[src/rtl/seq_shifter.sv]
// rtl/seq_shifter.sv - multi-cycle one-bit-per-clock shifter with valid/ready handshakes
//
// Purpose: shifts an operand one bit position per clock in LSL, LSR, ASR or
// ROR mode and reports the last bit shifted out. A request is accepted with
// in_valid/in_ready; the result is presented with out_valid/out_ready.
//
// Ports:
//   clk        in   clock, rising edge
//   rst_n      in   asynchronous active-low reset
//   in_valid   in   request present
//   in_ready   out  unit can accept a request (IDLE, or DONE with out_ready)
//   a          in   operand [WIDTH]
//   mode       in   00 LSL, 01 LSR, 10 ASR, 11 ROR
//   amt        in   shift amount [AMT_W], 0..WIDTH-1
//   out_valid  out  result present
//   out_ready  in   consumer takes the result
//   y          out  shifted result [WIDTH]
//   carry      out  last bit shifted/rotated out, 0 when amt = 0
//
// Configuration macro: SEQ_SHIFTER_ROTATE_EN
//   defined   - mode 11 rotates right
//   undefined - no rotate logic; mode 11 behaves exactly as LSR

module seq_shifter #(
    parameter int WIDTH = 16,
    parameter int AMT_W = $clog2(WIDTH)
) (
    input  logic             clk,
    input  logic             rst_n,
    input  logic             in_valid,
    output logic             in_ready,
    input  logic [WIDTH-1:0] a,
    input  logic [1:0]       mode,
    input  logic [AMT_W-1:0] amt,
    output logic             out_valid,
    input  logic             out_ready,
    output logic [WIDTH-1:0] y,
    output logic             carry
);

    typedef enum logic [1:0] {
        S_IDLE  = 2'd0,
        S_SHIFT = 2'd1,
        S_DONE  = 2'd2
    } state_t;

    state_t           state_q, state_d;
    logic [WIDTH-1:0] y_q, y_d;
    logic             carry_q, carry_d;
    logic [AMT_W-1:0] cnt_q, cnt_d;
    logic [1:0]       mode_q, mode_d;

    logic             accept;
    logic [1:0]       mode_dec;
    logic [WIDTH-1:0] step_y;
    logic             step_c;

    assign in_ready  = (state_q == S_IDLE) || ((state_q == S_DONE) && out_ready);
    assign accept    = in_valid && in_ready;
    assign out_valid = (state_q == S_DONE);
    assign y         = y_q;
    assign carry     = carry_q;

    // Mode is resolved once at accept so the shift datapath never sees an
    // encoding it does not implement.
`ifdef SEQ_SHIFTER_ROTATE_EN
    assign mode_dec = mode;
`else
    assign mode_dec = (mode == 2'b11) ? 2'b01 : mode;
`endif

    // One bit position of the held value, plus the bit leaving it.
    always_comb begin
        step_y = y_q;
        step_c = 1'b0;
        case (mode_q)
            2'b00: begin
                step_y = {y_q[WIDTH-2:0], 1'b0};
                step_c = y_q[WIDTH-1];
            end
            2'b10: begin
                step_y = {y_q[WIDTH-1], y_q[WIDTH-1:1]};
                step_c = y_q[0];
            end
`ifdef SEQ_SHIFTER_ROTATE_EN
            2'b11: begin
                step_y = {y_q[0], y_q[WIDTH-1:1]};
                step_c = y_q[0];
            end
`endif
            default: begin
                step_y = {1'b0, y_q[WIDTH-1:1]};
                step_c = y_q[0];
            end
        endcase
    end

    always_comb begin
        state_d = state_q;
        y_d     = y_q;
        carry_d = carry_q;
        cnt_d   = cnt_q;
        mode_d  = mode_q;

        if (accept) begin
            y_d     = a;
            carry_d = 1'b0;
            cnt_d   = amt;
            mode_d  = mode_dec;
            state_d = (amt == '0) ? S_DONE : S_SHIFT;
        end else begin
            case (state_q)
                S_SHIFT: begin
                    y_d     = step_y;
                    carry_d = step_c;
                    cnt_d   = cnt_q - AMT_W'(1);
                    if (cnt_q == AMT_W'(1)) begin
                        state_d = S_DONE;
                    end
                end
                S_DONE: begin
                    if (out_ready) begin
                        state_d = S_IDLE;
                    end
                end
                default: begin
                    state_d = S_IDLE;
                end
            endcase
        end
    end

    always_ff @(posedge clk or negedge rst_n) begin
        if (!rst_n) begin
            state_q <= S_IDLE;
            y_q     <= '0;
            carry_q <= 1'b0;
            cnt_q   <= '0;
            mode_q  <= 2'b00;
        end else begin
            state_q <= state_d;
            y_q     <= y_d;
            carry_q <= carry_d;
            cnt_q   <= cnt_d;
            mode_q  <= mode_d;
        end
    end

endmodule
[config.mk]
export PLATFORM = sky130hd
export DESIGN_NAME = seq_shifter
export DESIGN_NICKNAME = d
export VERILOG_FILES = /design/src/rtl/seq_shifter.sv
export SDC_FILE = /design/constraint.sdc
export NUM_CORES = 1
export LEC_CHECK = 0
export CAP_MARGIN = 20
export CORE_UTILIZATION = 35
export CTS_BUF_LIST = sky130_fd_sc_hd__clkbuf_8 sky130_fd_sc_hd__clkbuf_16
export CTS_CLUSTER_SIZE = 12
export DETAILED_ROUTE_END_ITERATION = 8
export GPL_ROUTABILITY_DRIVEN = 0
export MAX_ROUTING_LAYER = met4
export SLEW_MARGIN = 20
export SYNTH_ARGS = -nofsm -noshare
export SYNTH_HDL_FRONTEND = slang
export SYNTH_SLANG_ARGS = --single-unit
[constraint.sdc]
create_clock -name clk -period 4.1 [get_ports clk]
set_input_delay 1.23 -clock clk [delete_from_list [all_inputs] [get_ports clk]]
set_output_delay 1.23 -clock clk [all_outputs]
set_load 0.02 [all_outputs]
* Word-level counts from Yosys, hierarchy flattened
Index checks and enable logic that the tools add are counted.
Word-level totals: memory bits (writable) 0, memories 0, bits in registers 25, bits in read-only memories 0, logic and storage cells 38, latch bits 0, output and inout bits 19, bits of input ports 26
Operators by class: reduce and logical (&&, ||, !) cells 9, magnitude comparators 0, shifts and indexed selects 0, bitwise operators 0, muxes and demuxes 14, add/subtract/negate cells 1, div/mod/pow operators 0, equal/unequal tests 8, multiply operators 0
Operators by type and width (number):
- 2-to-1 mux 16 bit | 2
- case mux 16 bit (2 select lines) | 1
- 2-to-1 mux 2 bit | 5
- 2-to-1 mux 4 bit | 2
- == test 2 bit, second input constant | 3
- == test 4 x 1 -> 1 bit, second input constant | 1
- zero test 2 bit | 2
- zero test 4 bit | 1
- case mux 2 bit (2 select lines) | 1
- AND reduction 2 bit | 2
- subtractor 4 x 1 -> 4 bit, second input constant | 1
- 2-to-1 mux 1 bit | 3
- != test 3 x 1 -> 1 bit, second input constant | 1
- != test 3 bit, second input constant | 1
- == test 2 x 1 -> 1 bit, second input constant | 1
- logical AND 1 bit | 2
- != test 2 bit, second input constant | 1
- nonzero test 2 bit | 1
- logical OR 1 bit | 1

* Longest topological paths before layout
depth in word-level cells 6, gate-level depth with buffers 6, mapped depth without buffers 5

* Worst setup path before layout
No wires, ideal clock.
path kind input to output, start point input port out_ready, end point output port in_ready, stages on the path 4, buffers on the path 2, slack 1.034 ns, data required time 2.870 ns, arrival time 1.836 ns, cell sequence nor2b_1 buf_6 buf_2 nor2_1
Between the ends: longest elaborated chain between the ends 2
RTL lines:
- start: declaration | line 36 | input logic out_ready,
- logical AND 1 bit | line 58 | assign in_ready = (state_q == S_IDLE) || ((state_q == S_DONE) && out_ready);
- logical OR 1 bit | line 58
- end: declaration | line 31 | output logic in_ready,
No other way between the ends.

* Worst setup path after layout
Ends and elaborated chain as after synthesis.

==> results.json <==
{
  "first_global_vias": 1666,
  "slowest_delay_ps": 610,
  "setup_viol_count_final": 0,
  "yosys_warnings": 0,
  "initial_core_util_pct": 37.5,
  "postSynthNetCount": 213,
  "period_share_pct": 90.6,
  "n_antenna_cell": 0,
  "cts_root_buf": "clkbuf_8",
  "grt_max_degree": 35,
  "synth.area.top_cells": "dfrtp_1, a22oi_1, o211ai_1",
  "cts_tree": "yes",
  "p_per_area_nw_per_um2": 831,
  "dr.pass1.iters": 6,
  "finalClockSkew_ps": 2.35,
  "synth_cell_types": 39,
  "die_h_um": 71.2,
  "place_inst": 265,
  "number_of_nets_in_the_layout": 246,
  "drc": 1,
  "setup-tns-final_ps": 0,
  "ioPinCount": 45,
  "grt_antenna_before_repair": 0,
  "post_cts_hold_buffer_count": 0,
  "drive_above_1_share_pct": 5.99,
  "synth_area_um2": 1680,
  "timing.critical_path.buf_inv": 2,
  "run_status": "complete, but fails checks",
  "final_cell_mix": "clkdlybuf4s50_1, dfrtp_1, nor3_1, or3_1",
  "first_pass_grt_wire_length_um": 8030,
  "grt_setup_unrepaired": "false",
  "route.vias.total": 1629,
  "max_slew.worst_pin.slew_ps": 887,
  "cts_max_path_buffers": 2,
  "vdd_drop_max_mv": 0.386,
  "die_width_um": 71.2,
  "cp.required_ps": 2870,
  "postLayoutSetupSlackWorst_ps": 383,
  "timing.critical_path.slowest_stage_cell": "clkdlybuf4s50_1",
  "dp_worst_setup_slack_ps": 379,
  "yosysTopAreaCellShare_pct": 37.3,
  "worst_slew_slack_as_a_fraction_of_its_limit_pct": 40.9,
  "timing.critical_path.fanout_max": 3,
  "post-cts-setup-buffer-count": 0,
  "cp_common_cell": "clkdlybuf4s50_1",
  "fmaxAchievable_ghz": 0.269,
  "finalNonFillerCells": 269,
  "global_route.usage.total_pct": 20.4,
  "seq_total_area_yosys_pct": 37.3,
  "yosys_reg_bits": 25,
  "final.min_clock_period_ps": 3720,
  "placement_rows": 24,
  "clk_pin_slew_ps": 90,
  "cts_max_level": 1,
  "hold_path_startpoint": "carry",
  "path_cells": "clkdlybuf4s50_1, nor2b_2, nor2_1, clkdlybuf4s50_1",
  "max-cap-violations": 0,
  "nFillCells": 422,
  "buffer_ports.inserted": 44,
  "post_cts.resized_instances": 0,
  "numCtsBuffers": 3,
  "synth_enable_flop_cells": 0,
  "violations": "design-rule violations",
  "drt_wl_total_um": 4620,
  "numClockSinks": 25,
  "hpwl_after_detailed_placement_um": 2980,
  "syn_inst_count": 185,
  "timing_max_transition_violations_final": 0,
  "critical_path.endpoint_type": "output port",
  "commonest_non_fill_non_tap_cell_in_the_layout": "clkdlybuf4s50_1",
  "post_synth.cell_area_avg_um2": 9.07,
  "clk-insertion-delay-late_ps": 270,
  "worst-endpoint-arrival_ps": 2490,
  "grt.overflow.total": 0,
  "async_flop_share_pct": 100,
  "core_outline_area_um2": 4470,
  "drt_iter0_markers": 175,
  "final_area_um2": 2160,
  "critPathKind": "input pin to output port",
  "synth_area_leader": "dfrtp_1",
  "worstHoldPathType": "flop to flop",
  "via_per_inst": 6.06,
  "final-hold-violation-count": 0,
  "worst_setup_path_startpoint": "out_ready",
  "fin_worst_hold_slack_ps": 541,
  "postRouteAntennaNets": 0,
  "postSynth.topFlopCell": "dfrtp_1",
  "postPlaceCellArea_um2": 2110,
  "reg2reg_from": "state_q[0]",
  "design.die.area_um2": 5070,
  "cp_delay_by_family_top": "buffers and inverters",
  "area.growth.synth_to_final_pct": 28.7,
  "static-leakage-power_nw": 0.843,
  "post_dr_wirelength_cell_um": 17.2,
  "timing.critical_path.from_type": "input pin"
}
==> Yosys cell counts, types with 2 or more instances <==
cell type / n
dfrtp_1: 25
nor3_1: 16
or3_1: 15
a22oi_1: 14
o211ai_1: 14
o21bai_1: 14
o31ai_1: 14
buf_2: 11
clkbuf_1: 6
nand2_1: 5
nand2b_1: 4
nor2_1: 4
o21ai_0: 4
a221o_1: 3
nand3_1: 3
nor2b_1: 3
a21oi_1: 2
a31oi_1: 2
buf_6: 2
ha_1: 2
inv_1: 2
o221ai_1: 2
o22ai_1: 2
==> sequential cells by signal (all words and copies together), names as in the netlist <==
name	cells
carry	1
cnt_q	4
mode_q	2
state_q	2
y	16
==> final timing paths <==
check                      endpoint  slack, ps  depth (start not counted)
hold reg to reg               carry        540                          2
min in group asynchronous     carry       1310                          2
setup / recovery           in_ready        380                          4
setup reg to reg               y[1]       2210                          4
hold / removal                carry        540                          2
max in group asynchronous     y[11]       2520                          2
==> worst min-delay path, delay by kind of cell, from the launching register on <==
family          cells  cell delay (ps)
compound gates      1               60
flops               1              390
simple gates        1               60
==> per-layer routing <==
layer / vias up / share of wire (%) / track usage, %
met5: - / 0 / -
met1: 802 / 48 / 28.6
met4: 0 / 0.71 / 5.11
met2: 48 / 46 / 30.4
met3: 2 / 4.7 / 3.80
li1: 777 / - / -
==> cell families (layout without fill, tap and decap cells) <==
kind of cell	after synthesis	count (layout)	share of synthesized area, %
DFF	25	25	37.3
xor gates and xnor gates	1	1	0.522
buffers and inverters	24	56	7.38
AOI/OAI and AO/OA	74	74	32.4
muxes	2	2	1.27
and+or+nand+nor	57	57	19.7
adders and majority gates	2	2	1.49
==> layout make-up <==
type,count,area [µm²],area share [%]
well taps,52,65.1,3.01
clock buffers,3,41.3,1.91
clock inverters,1,3.75,0.174
repair buffers,50,485,22.5
inverters,2,7.51,0.348
multi-input cells,136,931,43.1
flip-flops and latches,25,626,29.0
==> per-stage QoR <==
stage               power, mW  utilization (%)
floorplan                1.28                -
global placement         1.62             47.3
detailed placement       1.64             47.3
CTS                      1.80             48.3
global route             1.95             48.3
finish                   1.80             48.3
==> where the power goes <==
group          leakage, nW  internal (mW)  switching [mW]
Combinational        0.515          0.531           0.534
Sequential           0.301          0.378           0.200
Clock               0.0269         0.0673          0.0848
No activity file was read; power rests on OpenSTA's default activity.
